==> src/rtl/i2c_bus_monitor_if.sv <==
// Bus-side signal bundle for the I2C bus monitor.
// scl_in/sda_in are the raw asynchronous pad lines. All other signals are the
// monitor's registered observations. The monitor uses the slave modport and
// the environment that owns the pads uses the master modport.
interface i2c_bus_monitor_if;
  logic       scl_in;
  logic       sda_in;
  logic       scl_f;
  logic       sda_f;
  logic       scl_rise;
  logic       scl_fall;
  logic       start_det;
  logic       stop_det;
  logic       bus_busy;
  logic       byte_valid;
  logic [7:0] rx_byte;
  logic       ack_valid;
  logic       ack_bit;

  modport master (
    output scl_in, sda_in,
    input  scl_f, sda_f, scl_rise, scl_fall, start_det, stop_det, bus_busy,
           byte_valid, rx_byte, ack_valid, ack_bit
  );

  modport slave (
    input  scl_in, sda_in,
    output scl_f, sda_f, scl_rise, scl_fall, start_det, stop_det, bus_busy,
           byte_valid, rx_byte, ack_valid, ack_bit
  );
endinterface

==> src/rtl/i2c_bus_monitor.sv <==
// Passive I2C bus monitor. It synchronizes and glitch-filters SCL and SDA,
// detects START, repeated START and STOP conditions, and assembles data bytes
// and the acknowledge bit that follows each byte.
// Ports:
//   clk_400 : sole clock, rising edge
//   rst     : synchronous active-high reset
//   bus     : i2c_bus_monitor_if.slave. It carries the raw scl_in/sda_in lines
//             in, and carries the filtered lines, edge/event pulses, bus_busy,
//             rx_byte/byte_valid and ack_bit/ack_valid out.
module i2c_bus_monitor #(
  parameter int unsigned FILTER_LEN = 3
) (
  input  logic               clk_400,
  input  logic               rst,
  i2c_bus_monitor_if.slave   bus
);

  localparam int unsigned CNT_W  = 4;
  localparam int unsigned BIT_W  = 4;
  localparam int unsigned BYTE_W = 8;
  localparam int unsigned LINES  = 2;   // index 0 = SCL, 1 = SDA

  localparam logic [CNT_W-1:0] CNT_LAST = CNT_W'(FILTER_LEN - 1);
  localparam logic [BIT_W-1:0] BIT_LAST = BIT_W'(7);
  localparam logic [BIT_W-1:0] BIT_ACK  = BIT_W'(8);

  typedef enum logic {ST_IDLE, ST_BUSY} state_t;

  logic [LINES-1:0]  sync1, sync2, filt, filt_q;
  logic [CNT_W-1:0]  stab_cnt [LINES];

  state_t            state_q, state_d;
  logic [BIT_W-1:0]  bit_cnt;
  logic [BYTE_W-1:0] shreg;
  logic [BYTE_W-1:0] shift_c;
  logic              rise_c, fall_c, start_c, stop_c;

  logic              scl_rise_q, scl_fall_q, start_q, stop_q, busy_q;
  logic              byte_valid_q, ack_valid_q, ack_bit_q;
  logic [BYTE_W-1:0] rx_byte_q;

  // Two-flop synchronizer, then the per-line stability filter. The filtered
  // line follows only after the synchronized value has differed for FILTER_LEN
  // consecutive cycles.
  always_ff @(posedge clk_400) begin
    if (rst) begin
      sync1  <= '1;
      sync2  <= '1;
      filt   <= '1;
      filt_q <= '1;
      for (int i = 0; i < LINES; i++) stab_cnt[i] <= '0;
    end else begin
      sync1  <= {bus.sda_in, bus.scl_in};
      sync2  <= sync1;
      filt_q <= filt;
      for (int i = 0; i < LINES; i++) begin
        if (sync2[i] == filt[i]) begin
          stab_cnt[i] <= '0;
        end else if (stab_cnt[i] == CNT_LAST) begin
          filt[i]     <= sync2[i];
          stab_cnt[i] <= '0;
        end else begin
          stab_cnt[i] <= stab_cnt[i] + CNT_W'(1);
        end
      end
    end
  end

  // Edge and condition detection on the filtered lines. START and STOP need
  // SCL steady high across the SDA edge. If both lines move in the same cycle,
  // only the SCL edge is reported.
  always_comb begin
    rise_c  = filt[0] & ~filt_q[0];
    fall_c  = ~filt[0] & filt_q[0];
    start_c = filt[0] & filt_q[0] & filt_q[1] & ~filt[1];
    stop_c  = filt[0] & filt_q[0] & ~filt_q[1] & filt[1];
    // The cast keeps the low byte of {shreg, sda}, so the MSB shifts out.
    shift_c = BYTE_W'({shreg, filt[1]});
  end

  // Bus ownership FSM: busy from START until STOP.
  always_ff @(posedge clk_400) begin
    if (rst) state_q <= ST_IDLE;
    else     state_q <= state_d;
  end

  always_comb begin
    state_d = state_q;
    if (start_c)     state_d = ST_BUSY;
    else if (stop_c) state_d = ST_IDLE;
  end

  // Registered event pulses and frame assembly. START and STOP take priority
  // over any SCL rise in the same cycle.
  always_ff @(posedge clk_400) begin
    if (rst) begin
      scl_rise_q   <= 1'b0;
      scl_fall_q   <= 1'b0;
      start_q      <= 1'b0;
      stop_q       <= 1'b0;
      busy_q       <= 1'b0;
      byte_valid_q <= 1'b0;
      ack_valid_q  <= 1'b0;
      ack_bit_q    <= 1'b0;
      rx_byte_q    <= '0;
      bit_cnt      <= '0;
      shreg        <= '0;
    end else begin
      scl_rise_q   <= rise_c;
      scl_fall_q   <= fall_c;
      start_q      <= start_c;
      stop_q       <= stop_c;
      busy_q       <= (state_d == ST_BUSY);
      byte_valid_q <= 1'b0;
      ack_valid_q  <= 1'b0;
      if (start_c || stop_c) begin
        bit_cnt <= '0;
        shreg   <= '0;
      end else if (rise_c && state_q == ST_BUSY) begin
        if (bit_cnt == BIT_ACK) begin
          ack_bit_q   <= filt[1];
          ack_valid_q <= 1'b1;
          bit_cnt     <= '0;
        end else begin
          shreg   <= shift_c;
          bit_cnt <= bit_cnt + BIT_W'(1);
          if (bit_cnt == BIT_LAST) begin
            rx_byte_q    <= shift_c;
            byte_valid_q <= 1'b1;
          end
        end
      end
    end
  end

  assign bus.scl_f      = filt[0];
  assign bus.sda_f      = filt[1];
  assign bus.scl_rise   = scl_rise_q;
  assign bus.scl_fall   = scl_fall_q;
  assign bus.start_det  = start_q;
  assign bus.stop_det   = stop_q;
  assign bus.bus_busy   = busy_q;
  assign bus.byte_valid = byte_valid_q;
  assign bus.rx_byte    = rx_byte_q;
  assign bus.ack_valid  = ack_valid_q;
  assign bus.ack_bit    = ack_bit_q;

endmodule

==> src/flat_wrapper.sv <==
// flat-port wrapper written by rule: the top's interface ports become plain ports
module i2c_bus_monitor_flat 
#(
  parameter int unsigned FILTER_LEN = 3
)
  (clk_400, rst, bus_scl_in, bus_sda_in, bus_scl_f, bus_sda_f, bus_scl_rise, bus_scl_fall, bus_start_det, bus_stop_det, bus_bus_busy, bus_byte_valid, bus_rx_byte, bus_ack_valid, bus_ack_bit);
  i2c_bus_monitor_if bus_i ();
  input  logic clk_400;
  input  logic rst;
  input wire logic [$bits(bus_i.scl_in)-1:0] bus_scl_in;
  input wire logic [$bits(bus_i.sda_in)-1:0] bus_sda_in;
  output wire logic [$bits(bus_i.scl_f)-1:0] bus_scl_f;
  output wire logic [$bits(bus_i.sda_f)-1:0] bus_sda_f;
  output wire logic [$bits(bus_i.scl_rise)-1:0] bus_scl_rise;
  output wire logic [$bits(bus_i.scl_fall)-1:0] bus_scl_fall;
  output wire logic [$bits(bus_i.start_det)-1:0] bus_start_det;
  output wire logic [$bits(bus_i.stop_det)-1:0] bus_stop_det;
  output wire logic [$bits(bus_i.bus_busy)-1:0] bus_bus_busy;
  output wire logic [$bits(bus_i.byte_valid)-1:0] bus_byte_valid;
  output wire logic [$bits(bus_i.rx_byte)-1:0] bus_rx_byte;
  output wire logic [$bits(bus_i.ack_valid)-1:0] bus_ack_valid;
  output wire logic [$bits(bus_i.ack_bit)-1:0] bus_ack_bit;
  assign bus_i.scl_in = bus_scl_in;
  assign bus_i.sda_in = bus_sda_in;
  assign bus_scl_f = bus_i.scl_f;
  assign bus_sda_f = bus_i.sda_f;
  assign bus_scl_rise = bus_i.scl_rise;
  assign bus_scl_fall = bus_i.scl_fall;
  assign bus_start_det = bus_i.start_det;
  assign bus_stop_det = bus_i.stop_det;
  assign bus_bus_busy = bus_i.bus_busy;
  assign bus_byte_valid = bus_i.byte_valid;
  assign bus_rx_byte = bus_i.rx_byte;
  assign bus_ack_valid = bus_i.ack_valid;
  assign bus_ack_bit = bus_i.ack_bit;
  i2c_bus_monitor #(.FILTER_LEN(FILTER_LEN)) u_core (.clk_400(clk_400), .rst(rst), .bus(bus_i));
endmodule
==> config.mk <==
export PLATFORM = sky130hd
export DESIGN_NAME = i2c_bus_monitor_flat
export DESIGN_NICKNAME = d
export VERILOG_FILES = /design/src/rtl/i2c_bus_monitor_if.sv /design/src/rtl/i2c_bus_monitor.sv /design/src/flat_wrapper.sv
export SDC_FILE = /design/constraint.sdc
export NUM_CORES = 1
export LEC_CHECK = 0
export BUFFER_PORTS_ARGS = -buffer_cell sky130_fd_sc_hd__buf_2
export CORE_MARGIN = 2
export CORE_UTILIZATION = 54
export CTS_BUF_LIST = sky130_fd_sc_hd__clkbuf_8
export CTS_CLUSTER_DIAMETER = 50
export DETAILED_ROUTE_END_ITERATION = 6
export PLACE_DENSITY = 0.72
export RECOVER_POWER = 100
export SYNTH_ARGS = -nofsm -noshare
export SYNTH_HDL_FRONTEND = slang
export SYNTH_SLANG_ARGS = --single-unit
==> constraint.sdc <==
create_clock -name clk_400 -period 1.9 [get_ports clk_400]
set_clock_uncertainty 0.15 [all_clocks]
set_input_delay 0.38 -clock clk_400 [delete_from_list [all_inputs] [get_ports clk_400]]
set_output_delay 0.38 -clock clk_400 [all_outputs]
set_load 0.01 [all_outputs]
Word level (Yosys, flattened, before mapping) --
Memory sizes are Yosys's and may differ from the RTL's. Index checks and enable logic that the tools add are counted.
Storage, ports and cells: logic and storage cells 94, bits of input ports 4, register bits 35, memories kept 1, memory bits (writable) 8
Cells by class: add/sub/neg operators 3, eq/ne operators 6, bitwise logic cells 22, reductions and logical operators 11, muxes and demuxes 35
Memory list:
- u_core.stab_cnt | words 2, width 4, rd ports 2, clocked after memory_dff 0, write ports 2, RTL line i2c_bus_monitor.sv:30 | logic [CNT_W-1:0] stab_cnt [LINES];
Operators with widths (number):
- $mux W1 | 28
- $mux W4 | 7
- $add A4 B1 Y4 const B | 3
- $not A1 Y1 | 9
- $eq A4 B2 Y1 const B | 2
- $and A1 B1 Y1 | 7
- $or A1 B1 Y1 | 6
- $reduce_and A2 Y1 | 3
- $eq A4 B3 Y1 const B | 1
- $eq A4 B4 Y1 const B | 1
- $reduce_and A4 Y1 | 1
- $reduce_or A4 Y1 | 1
- $reduce_and A3 Y1 | 1
- $reduce_or A3 Y1 | 1
- $eq A1 B1 Y1 | 2
- $reduce_bool A2 Y1 | 1
- $reduce_or A2 Y1 | 1
- $logic_and A1 B1 Y1 | 1
- $logic_or A1 B1 Y1 | 1

Depth between registers and ports, before layout --
depth in word-level cells 7, mapped depth 6, mapped depth without buffers 5

Least setup slack after synthesis --
OpenSTA, ideal clock, no wires.
kind reg2reg, start point memory u_core.stab_cnt[1][0], end point memory u_core.stab_cnt[1][2] (data pin), library setup time 139 ps, period minus slack after synthesis 1506 ps, stages on the path, launching flop included 6, data required time 1611 ps, arrival 1217 ps, slack 394 ps, cells stage by stage edfxtp_1 -> inv_1 -> ha_1 -> nor3b_1 -> or3_1 -> nor2_1
RTL lines (RTL line):
- start, declared | i2c_bus_monitor.sv:30

Worst setup path in the final report --
start point register u_core.filt[1], end point output port bus_sda_f
RTL lines:
- start, declared | RTL line i2c_bus_monitor.sv:29 | logic [LINES-1:0] sync1, sync2, filt, filt_q;
- start signal, assigned by index | RTL line i2c_bus_monitor.sv:60 | filt[i] <= sync2[i];
- end, declared | RTL line flat_wrapper.sv:13 | output wire logic [$bits(bus_i.sda_f)-1:0] bus_sda_f;
No word-level cell between the ends.

==> impl_metrics.yaml <==
power:
  p_leak_nw: 0.702
  pwr-share-comb: 0.046
  p_int_w: 0.00122
  p_clk_frac: 0.341
  cellPowerDensity_mw_per_mm2: 802
  p_switching_w: 0.000348
  peakVddDrop_mv: 0.537
  total_power_w: 0.00157
  swShare: 0.222
  p_seq_frac: 0.613
detailed_routing:
  drt-wirelength-per-cell_um: 12.9
  viasPerCell: 5.34
  first_pass_iters: 4
  drt_wl_total_um: 3270
  vias: 1357
  ant_nets: 0
  drc: 0
  drt_iter0_drc: 58
timing:
  rsz0062_at_grt: "false"
  tns_ns: 0
  period_share: 0.944
  fmax_mhz: 558
  hold_violations: 0
  setup_viol: 0
  relSlewSlack: 0.397
  worst_slew_pin_slew_ns: 0.904
  period_minus_slack_ns: 1.79
  maxSlewViolCount: 0
global_routing:
  grt_max_degree: 25
  grt_first_pass_wirelength_um: 5260
  grt_pass1_vias: 1230
  grt_use_total: 0.195
  antenna_found_initial: 0
  grt-ovfl-total: 0
finish:
  fin_area_mm2: 0.00196
  drive_gt1_frac: 0.0857
  antenna_cells: 0
  final_core_util: 0.635
  nFillCells: 267
  nets: 219
  multi_input_area_um2: 752
  syn2layout_area_growth_pct: 11.8
  final-seq-area_um2: 941
clock_tree:
  clkLatencyLatePin_ns: 0.30
  cts_hold_buf: 0
  cts_tree: "yes"
  cts_resized: 0
  cts_sinks: 43
  cts_root_buf: "clkbuf_8"
  cts_max_level: 2
  clock_path_buffers: 2
  numCtsBuffers: 5
  cts.reportedPaths.clkPinSlew_ns: 0.08
  postCtsSetupRepairBufs: 0
synth:
  syn_avg_cell_area_um2: 9.66
  netlist_area_mm2: 0.00175
  ys_seq_area_frac: 0.538
  synth.distinct_cells: 28
  yosysMostFrequentCell: "dfxtp_1"
  synthCells: 181
  synth_async_sr_flop_share: 0
  yosys_warnings: 0
  synth_common_cells: "dfxtp_1, a21oi_1, nand3_1"
  synth_edf_count: 8
  ys_ff_latch: 43
  yosysTopAreaCell: "dfxtp_1"
  synth_top_area_share: 0.401
  ys.flop_type: "dfxtp_1"
  synth_area_leaders: "dfxtp_1, edfxtp_1, a21oi_1"
die:
  coreArea_mm2: 0.00308
  io_pins: 22
  initial_core_util: 0.568
  die_h_um: 60.9
  std_cell_rows: 20
  dieWidth_um: 60.9
  die_area_mm2: 0.00371
critical_path:
  slowest_stage: "clkbuf_1"
  criticalPathCategory: "reg2out"
  r2r_end: "u_core.bit_cnt[3]"
  crit_path_max_fanout: 10
  cp_cell_sequence: "clkbuf_1 -> buf_2"
  r2r_cells: 4
  cp-start-kind: "flop"
  slowest_delay_ns: 0.39
  arrival_ns: 1.26
  r2r_start: "u_core.filt[0]"
  worstPathRequired_ns: 1.37
  ff2ff_setup_slack_ns: 0.17
  end_kind: "primary output"
worst_hold_path:
  hp-start: "bus_sda_in"
  hold_end: "u_core.sync1[1]"
  whs_path_depth: 2
  hold_path.class: "in2reg"
job:
  max_cap_viol_count: 0
place:
  gp_congestion: 0.748
  io_buffers: 21
  dp_hpwl_um: 2220
  dpl-instance-area_mm2: 0.00191
status:
  status: "completed"
## layout by cell type, fill, tap and decap left out, types with 5 or more instances in the layout
| cell type | count |
|---|---|
| xnor2_1 | 5 |
| or2_2 | 7 |
| nand2_1 | 5 |
| clkbuf_1 | 20 |
| clkbuf_8 | 5 |
| nor3b_1 | 5 |
| nor2_1 | 10 |
| inv_1 | 7 |
| dfxtp_1 | 35 |
| a21oi_1 | 21 |
| nand3_1 | 21 |
| o21ai_0 | 18 |
| conb_1 | 8 |
| ha_1 | 6 |
| edfxtp_1 | 8 |
## logic make-up after synthesis
family	share of synthesized area
AO/OA/AOI/OAI	0.137
adder cells (fa/ha/maj)	0.0429
XOR/XNOR	0.0351
buffers and inverters	0.0422
AND/OR/NAND/NOR	0.202
flip-flops	0.538
other	0.00214
## registers in the layout (all words and copies together), names as in the netlist
register and cells:
u_core.shreg 7, u_core.bus.scl_fall 1, u_core.bus.ack_valid 1, u_core.bus.stop_det 1
u_core.bus.byte_valid 1, u_core.bus.start_det 1, u_core.stab_cnt 8, u_core.sync2 2
u_core.bus.rx_byte 8, u_core.filt 2, u_core.bus.bus_busy 1, u_core.bit_cnt 4
u_core.sync1 2, u_core.filt_q 2, u_core.bus.scl_rise 1, u_core.bus.ack_bit 1
## metal layers
metal / wire length (um) / GRT usage / vias to the layer above
li1: - / - / 677
met2: 1580 / 0.326 / 38
met1: 1460 / 0.231 / 636
met3: 170 / 0.0533 / 6
met5: 0 / 0 / -
met4: 62 / 0.0932 / 0
## worst max path at each step
stage	depth (start not counted)	end	startpoint	slack [ns]
5_1_grt	5	u_core.stab_cnt[1][0]	u_core.stab_cnt[1][0]	0.05
3_5_place_dp	5	u_core.stab_cnt[1][0]	u_core.stab_cnt[1][0]	0.18
3_3_place_gp	5	u_core.stab_cnt[1][3]	u_core.stab_cnt[1][0]	0.29
2_1_floorplan	5	u_core.stab_cnt[1][2]	u_core.stab_cnt[1][0]	0.39
6_report	2	bus_sda_f	u_core.filt[1]	0.11
4_1_cts	5	u_core.stab_cnt[1][0]	u_core.stab_cnt[1][0]	0.17
## area by class of cell
type / count / share of cell area
timing repair buffer: 25 / 0.0537
inverter: 6 / 0.0115
clock buffer: 5 / 0.0352
clock inverter: 3 / 0.00576
tap: 44 / 0.0282
sequential: 43 / 0.481
multi-input combinational: 128 / 0.385
## critical path: cells and delay by family, from the launching register on
family | cells | cell delay, ns
DFF | 1 | 0.36
buffers and inverters | 2 | 0.61
## power by group through the flow
stage | logic, W | clock network (W) | registers [W]
floorplan | 0.0000540 | 0 | 0.000982
global placement | 0.0000715 | 0 | 0.000982
detailed placement | 0.0000741 | 0 | 0.000983
CTS | 0.0000747 | 0.000552 | 0.000962
global route | 0.0000806 | 0.000579 | 0.000964
finish | 0.0000714 | 0.000536 | 0.000962
## metrics by stage
stage	worst slack, ns	hold WS, ns	cells
floorplan	0.394	0.239	188
finish	0.107	0.116	254
CTS	0.169	0.115	254
global placement	0.290	0.246	246
detailed placement	0.181	0.249	246
global route	0.0515	0.120	254
(Power assumes the default switching activity.)
